$ cat config.mk
export PLATFORM = sky130hd
export DESIGN_NAME = ldpc_3gpp_enc_source_pbuf
export DESIGN_NICKNAME = d
export VERILOG_FILES = /design/src/rtl/ldpc_3gpp_enc_source_pbuf.sv
export SDC_FILE = /design/constraint.sdc
export NUM_CORES = 1
export LEC_CHECK = 0
export CAP_MARGIN = 15
export CELL_PAD_IN_SITES_DETAIL_PLACEMENT = 1
export CELL_PAD_IN_SITES_GLOBAL_PLACEMENT = 2
export CORE_MARGIN = 10
export CORE_UTILIZATION = 35
export CTS_BUF_LIST = sky130_fd_sc_hd__clkbuf_16
export DETAILED_ROUTE_END_ITERATION = 16
export PLACE_DENSITY = 0.77
export SLEW_MARGIN = 0
export SYNTH_ARGS = -nofsm -noshare
export SYNTH_HDL_FRONTEND = slang
export SYNTH_SLANG_ARGS = --single-unit
$ cat constraint.sdc
create_clock -name iclk -period 5.8 [get_ports iclk]
set_input_delay 1.45 -clock iclk [delete_from_list [all_inputs] [get_ports iclk]]
set_output_delay 1.45 -clock iclk [all_outputs]
set_load 0.1 [all_outputs]
$ cat src/rtl/ldpc_3gpp_enc_source_pbuf.sv
// Source packer for the LDPC encoder: packs input samples into buffer words, pads short
// frames with zero words up to the latched length, and tracks downstream buffer occupancy.
module ldpc_3gpp_enc_source_pbuf #(
  parameter int unsigned pIN_W   = 8,
  parameter int unsigned pPACK   = 4,
  parameter int unsigned pADDR_W = 8,
  parameter int unsigned pBUF_N  = 2,
  localparam int unsigned pWORD_W = pIN_W * pPACK,
  localparam int unsigned pBUF_W  = (pBUF_N > 1) ? $clog2(pBUF_N) : 1
) (
  input  logic               iclk,
  input  logic               ireset,
  input  logic               iclkena,
  input  logic               isop,
  input  logic               ieop,
  input  logic               ival,
  input  logic [pIN_W-1:0]   idat,
  input  logic [pADDR_W-1:0] ilen,
  input  logic               ibuf_free,
  output logic               ordy,
  output logic               obusy,
  output logic               owrite,
  output logic               owfull,
  output logic [pBUF_W-1:0]  owbuf,
  output logic [pADDR_W-1:0] owaddr,
  output logic [pWORD_W-1:0] owdat,
  output logic               oerr
);

  localparam int unsigned PW = (pPACK > 1) ? $clog2(pPACK) : 1;
  localparam int unsigned UW = $clog2(pBUF_N + 1);

  typedef enum logic [1:0] {StIdle, StFill, StPad} state_e;

  state_e               state_q, state_d;
  logic [pADDR_W-1:0]   len_q, len_d;
  logic [pADDR_W-1:0]   widx_q, widx_d;
  logic [PW-1:0]        pcnt_q, pcnt_d;
  logic [pWORD_W-1:0]   pack_q, pack_d;
  // over: word ilen already written; dropped: overflow error already reported
  logic                 over_q, over_d;
  logic                 dropped_q, dropped_d;
  logic [pBUF_W-1:0]    wbuf_q, wbuf_d;
  logic [UW-1:0]        used_q, used_d;
  logic                 write_q, write_d;
  logic                 full_q, full_d;
  logic                 err_q, err_d;
  logic [pADDR_W-1:0]   waddr_q, waddr_d;
  logic [pWORD_W-1:0]   wdat_q, wdat_d;

  logic                 acc, sop, last, flush, free_ok, free_err;
  logic [PW-1:0]        lane;
  logic [pADDR_W-1:0]   idx, flen;
  logic [pWORD_W-1:0]   word;

  // State register
  always_ff @(posedge iclk or posedge ireset) begin
    if (ireset) begin
      state_q   <= StIdle;
      len_q     <= '0;
      widx_q    <= '0;
      pcnt_q    <= '0;
      pack_q    <= '0;
      over_q    <= 1'b0;
      dropped_q <= 1'b0;
      wbuf_q    <= '0;
      used_q    <= '0;
      write_q   <= 1'b0;
      full_q    <= 1'b0;
      err_q     <= 1'b0;
      waddr_q   <= '0;
      wdat_q    <= '0;
    end else if (iclkena) begin
      state_q   <= state_d;
      len_q     <= len_d;
      widx_q    <= widx_d;
      pcnt_q    <= pcnt_d;
      pack_q    <= pack_d;
      over_q    <= over_d;
      dropped_q <= dropped_d;
      wbuf_q    <= wbuf_d;
      used_q    <= used_d;
      write_q   <= write_d;
      full_q    <= full_d;
      err_q     <= err_d;
      waddr_q   <= waddr_d;
      wdat_q    <= wdat_d;
    end
  end

  // Next-state and datapath
  always_comb begin
    state_d   = state_q;
    len_d     = len_q;
    widx_d    = widx_q;
    pcnt_d    = pcnt_q;
    pack_d    = pack_q;
    over_d    = over_q;
    dropped_d = dropped_q;
    write_d   = 1'b0;
    full_d    = 1'b0;
    err_d     = 1'b0;
    waddr_d   = waddr_q;
    wdat_d    = wdat_q;

    acc  = ival & ordy;
    sop  = acc & isop;
    // An accepted isop behaves as a fresh frame start whether in IDLE or FILL
    lane = sop ? '0 : pcnt_q;
    idx  = sop ? '0 : widx_q;
    flen = sop ? ilen : len_q;
    word = sop ? '0 : pack_q;
    word[int'(lane)*pIN_W +: pIN_W] = idat;
    last  = (idx == flen);
    flush = (lane == PW'(pPACK - 1)) | ieop;

    unique case (state_q)
      StPad: begin
        write_d = 1'b1;
        waddr_d = widx_q;
        wdat_d  = '0;
        full_d  = (widx_q == len_q);
        if (widx_q == len_q) state_d = StIdle;
        else                 widx_d  = widx_q + 1'b1;
      end
      default: begin
        if (acc) begin
          if (state_q == StIdle && !isop) begin
            err_d = 1'b1;
          end else if (!sop && over_q) begin
            err_d     = ~dropped_q;
            dropped_d = 1'b1;
            if (ieop) state_d = StIdle;
          end else begin
            if (sop && state_q == StFill) err_d = 1'b1;
            len_d     = flen;
            over_d    = 1'b0;
            dropped_d = 1'b0;
            if (flush) begin
              write_d = 1'b1;
              waddr_d = idx;
              wdat_d  = word;
              full_d  = last;
              pack_d  = '0;
              pcnt_d  = '0;
              widx_d  = idx;
              if (last) begin
                over_d  = 1'b1;
                state_d = ieop ? StIdle : StFill;
              end else begin
                widx_d  = idx + 1'b1;
                state_d = ieop ? StPad : StFill;
              end
            end else begin
              pack_d  = word;
              pcnt_d  = lane + 1'b1;
              widx_d  = idx;
              state_d = StFill;
            end
          end
        end
      end
    endcase

    free_ok  = ibuf_free & (used_q != '0);
    free_err = ibuf_free & (used_q == '0);
    if (free_err) err_d = 1'b1;

    // A completed buffer and a release in the same cycle cancel out
    used_d = used_q;
    if (full_d && !free_ok)      used_d = used_q + 1'b1;
    else if (!full_d && free_ok) used_d = used_q - 1'b1;

    wbuf_d = wbuf_q;
    if (full_q) wbuf_d = (wbuf_q == pBUF_W'(pBUF_N - 1)) ? '0 : wbuf_q + 1'b1;
  end

  // Outputs
  always_comb begin
    ordy   = (state_q != StPad) && (used_q != UW'(pBUF_N));
    obusy  = (state_q != StIdle) || (used_q != '0);
    owrite = write_q;
    owfull = full_q;
    owbuf  = wbuf_q;
    owaddr = waddr_q;
    owdat  = wdat_q;
    oerr   = err_q;
  end

endmodule

# Word-level counts from Yosys, hierarchy flattened
# Cells that the tools add are included.
# classes
n_shift	2
bitwise	9
n_eq_ne	12
n_reduce_logical	25
mux	56
add_sub_neg	7
# ops
operator	n
$mux W32	7
$mux W8	14
$neg A5 Y34	1
$shift A8 B34 Y32 const A	1
$shiftx A8 B34 Y32	1
$bwmux W32	1
$mux W2	13
$mux W1	21
$reduce_and A5 Y1	4
$add A8 B1 Y8 const B	2
$eq A8 B8 Y1	2
$reduce_bool A2 Y1	5
$ne A2 B2 Y1 const B	4
$logic_and A1 B1 Y1	6
$add A2 B1 Y2 const B	2
$and A1 B1 Y1	4
$eq A2 B2 Y1 const B	2
$logic_not A1 Y1	4
$logic_not A2 Y1	2
$ne A2 B1 Y1 const B	2
$not A1 Y1	4
$reduce_and A2 Y1	2
$reduce_and A4 Y1	1
$ne A3 B2 Y1 const B	1
5 further kinds	5
# word_totals
elab_cells	125
output_inout_bits	46
inputBits	23
ff_bits	100

# Longest topological paths before layout
# Gate-level depths: netlist of the first run.
# logic_depth
ltp_word	16
mapped_depth	14
mapped_depth_nobuf	12

# Worst setup path before layout of the first run
# OpenSTA, ideal clock, no wires.
# synth_path
kind	input to register
startpoint	input port isop
endpoint	register used_q[1]
slack_ps	2260
cell_stages	12
arrival_time_ps	3461
setup_time_ps	79
required_ps	5721
n_path_buf	1
cell_sequence	nand4_4 clkbuf_1 nand2_1 inv_1 ha_1 nor2_1 or3_1 o22ai_2 ha_1 nand2b_1 nor2_1 xor2_1
# synth_between
elab_chain_len	13
elab_cells_between_ends	22
cone_classes	eq/ne: 2; mux: 9; bitwise: 2; reduce/logical: 9
# synth_lines
item	line	rtl
start, declared	14	input logic isop,
$and A1 B1 Y1	107	sop = acc & isop;
$mux W2	109	lane = sop ? '0 : pcnt_q;
$eq A2 B2 Y1	115	flush = (lane == PW'(pPACK - 1)) | ieop;
$or A1 B1 Y1	115	
$mux W1	139	if (flush) begin
$mux W1	130	end else if (!sop && over_q) begin
$mux W1 *	128	if (state_q == StIdle && !isop) begin
$mux W1 *	127	if (acc) begin
$mux W1 *	117	unique case (state_q)
net full_d	46	logic full_q, full_d;
$logic_not A1 Y1	172	else if (!full_d && free_ok) used_d = used_q - 1'b1;
$logic_and A1 B1 Y1	172	
$reduce_bool A2 Y1 (no source line)	n/a	
$reduce_and A2 Y1 (no source line)	n/a	
end signal, assigned	82	used_q <= used_d;
end, declared	44	logic [UW-1:0] used_q, used_d;
# The timed path passes the listed nets; every way through them passes the cells marked *.
# A chain may end at the register's enable or synchronous reset.

# Worst setup path after layout of the first run
# layout_path
startpoint	input port isop
endpoint	register waddr_q[0], in the netlist owaddr[0]
# layout_between
elab_chain_len	7
elab_cells_between_ends	18
cone_classes	eq/ne: 3; mux: 7; bitwise: 2; reduce/logical: 6
# layout_lines
item	line	rtl
$and A1 B1 Y1	107	
$mux W8	110	idx = sop ? '0 : widx_q;
$mux W8	139	
$mux W8	130	
$mux W8	128	
$mux W8	127	
$mux W8	117	
end signal, assigned	86	waddr_q <= waddr_d;
end, declared	48	logic [pADDR_W-1:0] waddr_q, waddr_d;
# Parallel ways exist; a longest one is shown, timed or not. The select of a mux whose other input is x is not followed.

==> results of run 1 <==
==> path summary, 6_finish.rpt <==
check	endpoint	slack, ns	cells past startpoint
worst max-delay path	owaddr[0]	1.50	10
worst min-delay path	owbuf	0.47	1
worst max register to register	owaddr[0]	2.41	10
worst min register to register	owbuf	0.47	1
max in group asynchronous	dropped_q	3.20	3
min in group asynchronous	owdat[2]	1.65	2
==> layer usage <==
metal | vias to the layer above | global-route usage | wire length [µm]
li1 | 1837 | - | -
met1 | 1925 | 0.210 | 6360
met2 | 85 | 0.240 | 6460
met3 | 17 | 0.0330 | 796
met4 | 0 | 0.0609 | 232
met5 | - | 0 | 0
==> cell type report <==
cell class	instances	share of cell area
clock buffer	9	0.0384
timing repair buffer	72	0.121
sequential	100	0.426
multi-input combinational	352	0.361
inverter	9	0.00618
tap	176	0.0375
clock inverter	7	0.00959
==> worst register-to-register path, cell delays in order (launching register included) <==
cell	delay (ns)
dfrtp_1	0.52
nand2b_4	0.31
nand4_4	0.33
nand2_1	0.27
inv_1	0.11
ha_1	0.20
nor2_1	0.42
o31ai_1	0.15
nand2_1	0.09
buf_4	0.47
mux2_1	0.38
==> metrics by stage <==
step	worst slack (ns)	area (µm²)	instances	hold slack, ns	power, µW
2_1_floorplan	1.73	4780	488	0.439	2130
6_report	1.50	5870	725	0.466	3060
4_1_cts	1.52	5870	725	0.476	3100
5_1_grt	1.22	5870	725	0.510	3260
3_5_place_dp	1.14	5590	709	0.462	2510
3_3_place_gp	1.28	5590	709	0.461	2470
==> where the power goes <==
group | total, µW | internal, µW | switching, µW | leakage (µW)
Combinational | 1470 | 394 | 1070 | 0.000981
Clock | 582 | 297 | 286 | 0.000132
Sequential | 1010 | 859 | 153 | 0.00132
Total | 3060 | 1550 | 1510 | 0.00244
==> flip-flops by register name, indices dropped and copies added (netlist names) <==
name       flops
pcnt_q         2
used_q         2
widx_q         8
oerr           1
len_q          8
owfull         1
owbuf          1
owdat         32
owrite         1
over_q         1
dropped_q      1
pack_q        32
owaddr         8
state_q        2
==> layout by cell type, fill, tap and decap left out, types with 2 or more instances in the layout <==
| cell | synthesis | routed |
|---|---|---|
| inv_1 | 8 | 7 |
| o21ai_1 | 70 | 70 |
| a21oi_1 | 8 | 8 |
| and3_1 | 3 | 3 |
| o22ai_1 | 2 | 2 |
| clkbuf_16 | 0 | 9 |
| clkdlybuf4s50_1 | 0 | 68 |
| o21ba_1 | 2 | 2 |
| nor2_1 | 22 | 22 |
| a22oi_1 | 32 | 32 |
| nor2b_1 | 4 | 4 |
| inv_6 | 0 | 2 |
| clkinvlp_4 | 0 | 2 |
| o21ai_0 | 10 | 10 |
| or4_1 | 3 | 3 |
| xnor2_1 | 3 | 3 |
| xor2_1 | 11 | 11 |
| nor3_1 | 3 | 3 |
| nand3_1 | 10 | 10 |
| a31oi_1 | 2 | 2 |
| mux2i_1 | 2 | 2 |
| o31ai_1 | 5 | 5 |
| nand2_1 | 101 | 101 |
| dfrtp_1 | 100 | 100 |
| mux2_2 | 9 | 9 |
| nor4_4 | 2 | 2 |
| nor4b_1 | 2 | 2 |
| o211ai_1 | 2 | 2 |
| and2_1 | 4 | 4 |
| ha_1 | 9 | 9 |
| buf_4 | 0 | 4 |
==> kinds of logic after synthesis <==
| group | Yosys count | synth area share |
|---|---|---|
| muxes | 12 | 0.0277 |
| buffers and inverters | 36 | 0.0337 |
| and+or+nand+nor | 171 | 0.178 |
| DFF | 100 | 0.523 |
| adders and majority gates | 9 | 0.0235 |
| xor gates and xnor gates | 14 | 0.0256 |
| AOI/OAI and AO/OA | 146 | 0.188 |
==> results.toml, run 1 <==
[status]
run_status = "finished clean"

[critical_path]
critPathMaxStageDelay_ns = 0.63
slowest_stage = "clkdlybuf4s50_1"
arrival_ns = 4.54
start_kind = "input port"
r2r_start = "state_q[0]"
cp_common_cell = "nand2_1"
crit_start = "isop"
critPathTopFamily = "buffers and inverters"
end_kind = "flop"
path_buf_inv = 3
required_ns = 6.04
crit_fanout = 48
critPathKind = "input port to flop"
cp_cell_sequence = "clkdlybuf4s50_1 > nand4_4 > nand2_1 > inv_1 > ha_1 > nor2_1 > o31ai_1 > nand2_1 > buf_4 > mux2_1"

[cts]
clock_sinks = 100
numCtsBuffers = 9
cts_resized = 0
clockBufferDepth = 2
cts_hold_buf = 0
clk_latency_ns = 0.36
root_buffer = "clkbuf_16"
post_cts_buffers = 0
cts.clk_slew.worst_paths_ns = 0.07
tritoncts = "done"
htree_levels = 3

[synth]
syn-cell-area_mm2 = 0.00478
synth.most_common_cell = "nand2_1"
synth-seq-cells = 100
synth_top_area_frac = 0.523
syn_nets = 520
synth_cell_types = 62
yosysTopAreaCell = "dfrtp_1"
seq_area_frac_synth = 0.523
avgSynthCellArea_um2 = 9.80
synth-edff-count = 0
yosys-top-cells-count = "nand2_1 (101), dfrtp_1 (100), o21ai_1 (70), a22oi_1 (32), nor2_1 (22)"
synth_ff_type = "dfrtp_1"
ys_warn_count = 0
yosys-top-cells-area = "dfrtp_1 (52%), nand2_1 (7.9%), o21ai_1 (7.3%), a22oi_1 (5.0%), ha_1 (2.4%)"
syn_inst = 488
async_flop_share = 1.00

[detailed_routing]
post-route-drc-count = 0
drt_iter0_markers = 250
num_vias = 3864
ant_nets = 0
wl_um = 13900
viasPerCell = 5.33
wl_per_cell_um = 19.1
first_pass_iters = 4

[floorplan]
core-area_mm2 = 0.0133
rows = 42
dieHeight_um = 137
fp.dieW_um = 137
initial_core_util = 0.360
fp.dieArea_mm2 = 0.0187
ios = 69

[finish]
final_nets = 576
fill_cells = 1517
area_growth_pct = 22.7
finalCoreUtilization = 0.442
seq_area_mm2 = 0.00250
multi_input_area_mm2 = 0.00212
diodes = 0
drive_gt1_frac = 0.0801

[grt]
grt_pass1_wl_um = 23100
grt_use_total = 0.156
grt_pass1_vias = 4146
grt_overflow = 0
antenna_found_initial = 0
grt_max_degree = 73

[power]
ir_drop_v = 0.000223
p_leak_uw = 0.00244
pwr_density_cell_mw_per_mm2 = 521

[timing]
period_share = 0.741
tns_ns = 0
slew_viol_final = 0
clock_skew_ns = 0.0139
final-hold-violation-count = 0
setup_viol = 0
max_freq_mhz = 233
slew_headroom = 0.341
post-route-min-period_ns = 4.30
grt_setup_unrepaired = "false"
tightest_slew_ns = 0.986

[placed_design]
hpwl_um = 9630
io_buffers = 68
gp_congestion = 0.842

[hold_path]
min_from = "owbuf"
hold_class = "flop to flop"

[job]
drv_cap = 0
(Power assumes the default switching activity.)
==> run 2, diff against run 1 <==
Settings changed: CORE_UTILIZATION 35 to 34, PLACE_DENSITY 0.77 to 0.75.
Clock period 5.8 ns to 4.35 ns, I/O delays scaled along.
==> results.toml, run 2 (synthesis results as in run 1) <==
[grt]
grt_use_total = 0.145
grt_overflow = 0
grt_max_degree = 101
antenna_found_initial = 0
grt_pass1_vias = 4115
grt_pass1_wl_um = 22800

[detailed_routing]
wl_um = 13800
post-route-drc-count = 0
num_vias = 3820
wl_per_cell_um = 18.8
drt_iter0_markers = 211
viasPerCell = 5.21
ant_nets = 0
first_pass_iters = 4

[cts]
clockBufferDepth = 2
tritoncts = "done"
root_buffer = "clkbuf_16"
clock_sinks = 100
post_cts_buffers = 0
clk_latency_ns = 0.36
cts_hold_buf = 0
cts.clk_slew.worst_paths_ns = 0.08
cts_resized = 0
numCtsBuffers = 9
htree_levels = 3

[timing]
slew_viol_final = 0
slew_headroom = 0.332
grt_setup_unrepaired = "false"
tns_ns = 0
max_freq_mhz = 304
period_share = 0.756
hold_slack_ns = 0.481
final-hold-violation-count = 0
tightest_slew_ns = 0.999
clock_skew_ns = 0.0108
post-route-min-period_ns = 3.29
setup_viol = 0

[floorplan]
ios = 69
fp.dieArea_mm2 = 0.0192
initial_core_util = 0.346
dieHeight_um = 139
core-area_mm2 = 0.0138
fp.dieW_um = 139
rows = 43

[critical_path]
start_kind = "input port"
required_ns = 4.61
crit_fanout = 25
end_kind = "flop"
arrival_ns = 3.55
critPathKind = "input port to flop"

[finish]
diodes = 0
drive_gt1_frac = 0.0886
multi_input_area_mm2 = 0.00212
fill_cells = 1542
final_nets = 580
seq_area_mm2 = 0.00250
final_cell_mix = "nand2_1 (101), dfrtp_1 (100), o21ai_1 (70)"
final_common_cell = "nand2_1"
area_growth_pct = 23.8

[placed_design]
hpwl_um = 9760
io_buffers = 68
gp_congestion = 0.794

[power]
ir_drop_v = 0.000249
p_leak_uw = 0.00247
pwr_density_cell_mw_per_mm2 = 693

[status]
run_status = "finished clean"

[hold_path]
hold_class = "flop to flop"

[job]
drv_cap = 0
==> run 2: cell types whose count changed in the layout (fill, tap and decap cells not counted) <==
cell and delta:
inv_8 -1, clkinvlp_4 -1, clkinv_2 +1, buf_12 +2, clkinv_4 +2, clkdlybuf4s50_1 -1
buf_4 +3, inv_6 -1
==> run 2: power by group <==
group	leakage, µW	switching, µW	internal, µW	total, µW
registers	0.00132	204	1150	1350
clock network	0.000133	378	390	769
logic	0.00101	1440	542	1990
total	0.00247	2030	2080	4100
==> run 2: path summary, 6_finish.rpt <==
kind	cells after the start	slack (ns)	endpoint	start
min in group asynchronous	3	1.21	owdat[1]	ireset
worst min register to register	1	0.48	owbuf	owbuf
max in group asynchronous	3	2.73	owdat[28]	ireset
worst max-delay path	10	1.06	owaddr[5]	isop
worst max register to register	10	1.59	owaddr[5]	state_q[0]
worst min-delay path	1	0.48	owbuf	owbuf
==> run 2: critical path: stages <==
cell	delay [ns]
clkdlybuf4s50_1	0.54
nand4_4	0.20
nand2_1	0.13
inv_1	0.14
ha_1	0.18
nor2_1	0.07
o31ai_1	0.30
nand2_1	0.30
buf_4	0.33
o31ai_1	0.28
==> run 2: cell type report <==
cell class                      count  area share
Clock buffer                        9      0.0380
Inverter                            9     0.00612
Sequential cell                   100       0.422
Multi-Input combinational cell    352       0.358
Tap cell                          180      0.0380
Clock inverter                      7     0.00866
Timing Repair Buffer               76       0.129
==> run 2: routing by layer <==
| metal | wire (µm) | vias to the layer above | global-route usage |
|---|---|---|---|
| met5 | 0 | - | 0 |
| met4 | 175 | 0 | 0.0401 |
| met3 | 628 | 13 | 0.0459 |
| met2 | 6480 | 56 | 0.232 |
| met1 | 6510 | 1911 | 0.185 |
| li1 | - | 1840 | - |
==> run 2: through the flow <==
step / power, µW / area [µm²] / utilization / setup WS [ns] / std cells
finish: 4100 / 5920 / 0.428 / 1.06 / 733
global route: 4370 / 5920 / 0.428 / 0.844 / 733
CTS: 4160 / 5920 / 0.428 / 1.06 / 733
detailed placement: 3370 / 5650 / 0.408 / 0.694 / 717
global placement: 3320 / 5650 / 0.408 / 0.803 / 717
floorplan: 2840 / 4780 / - / 0.644 / 488
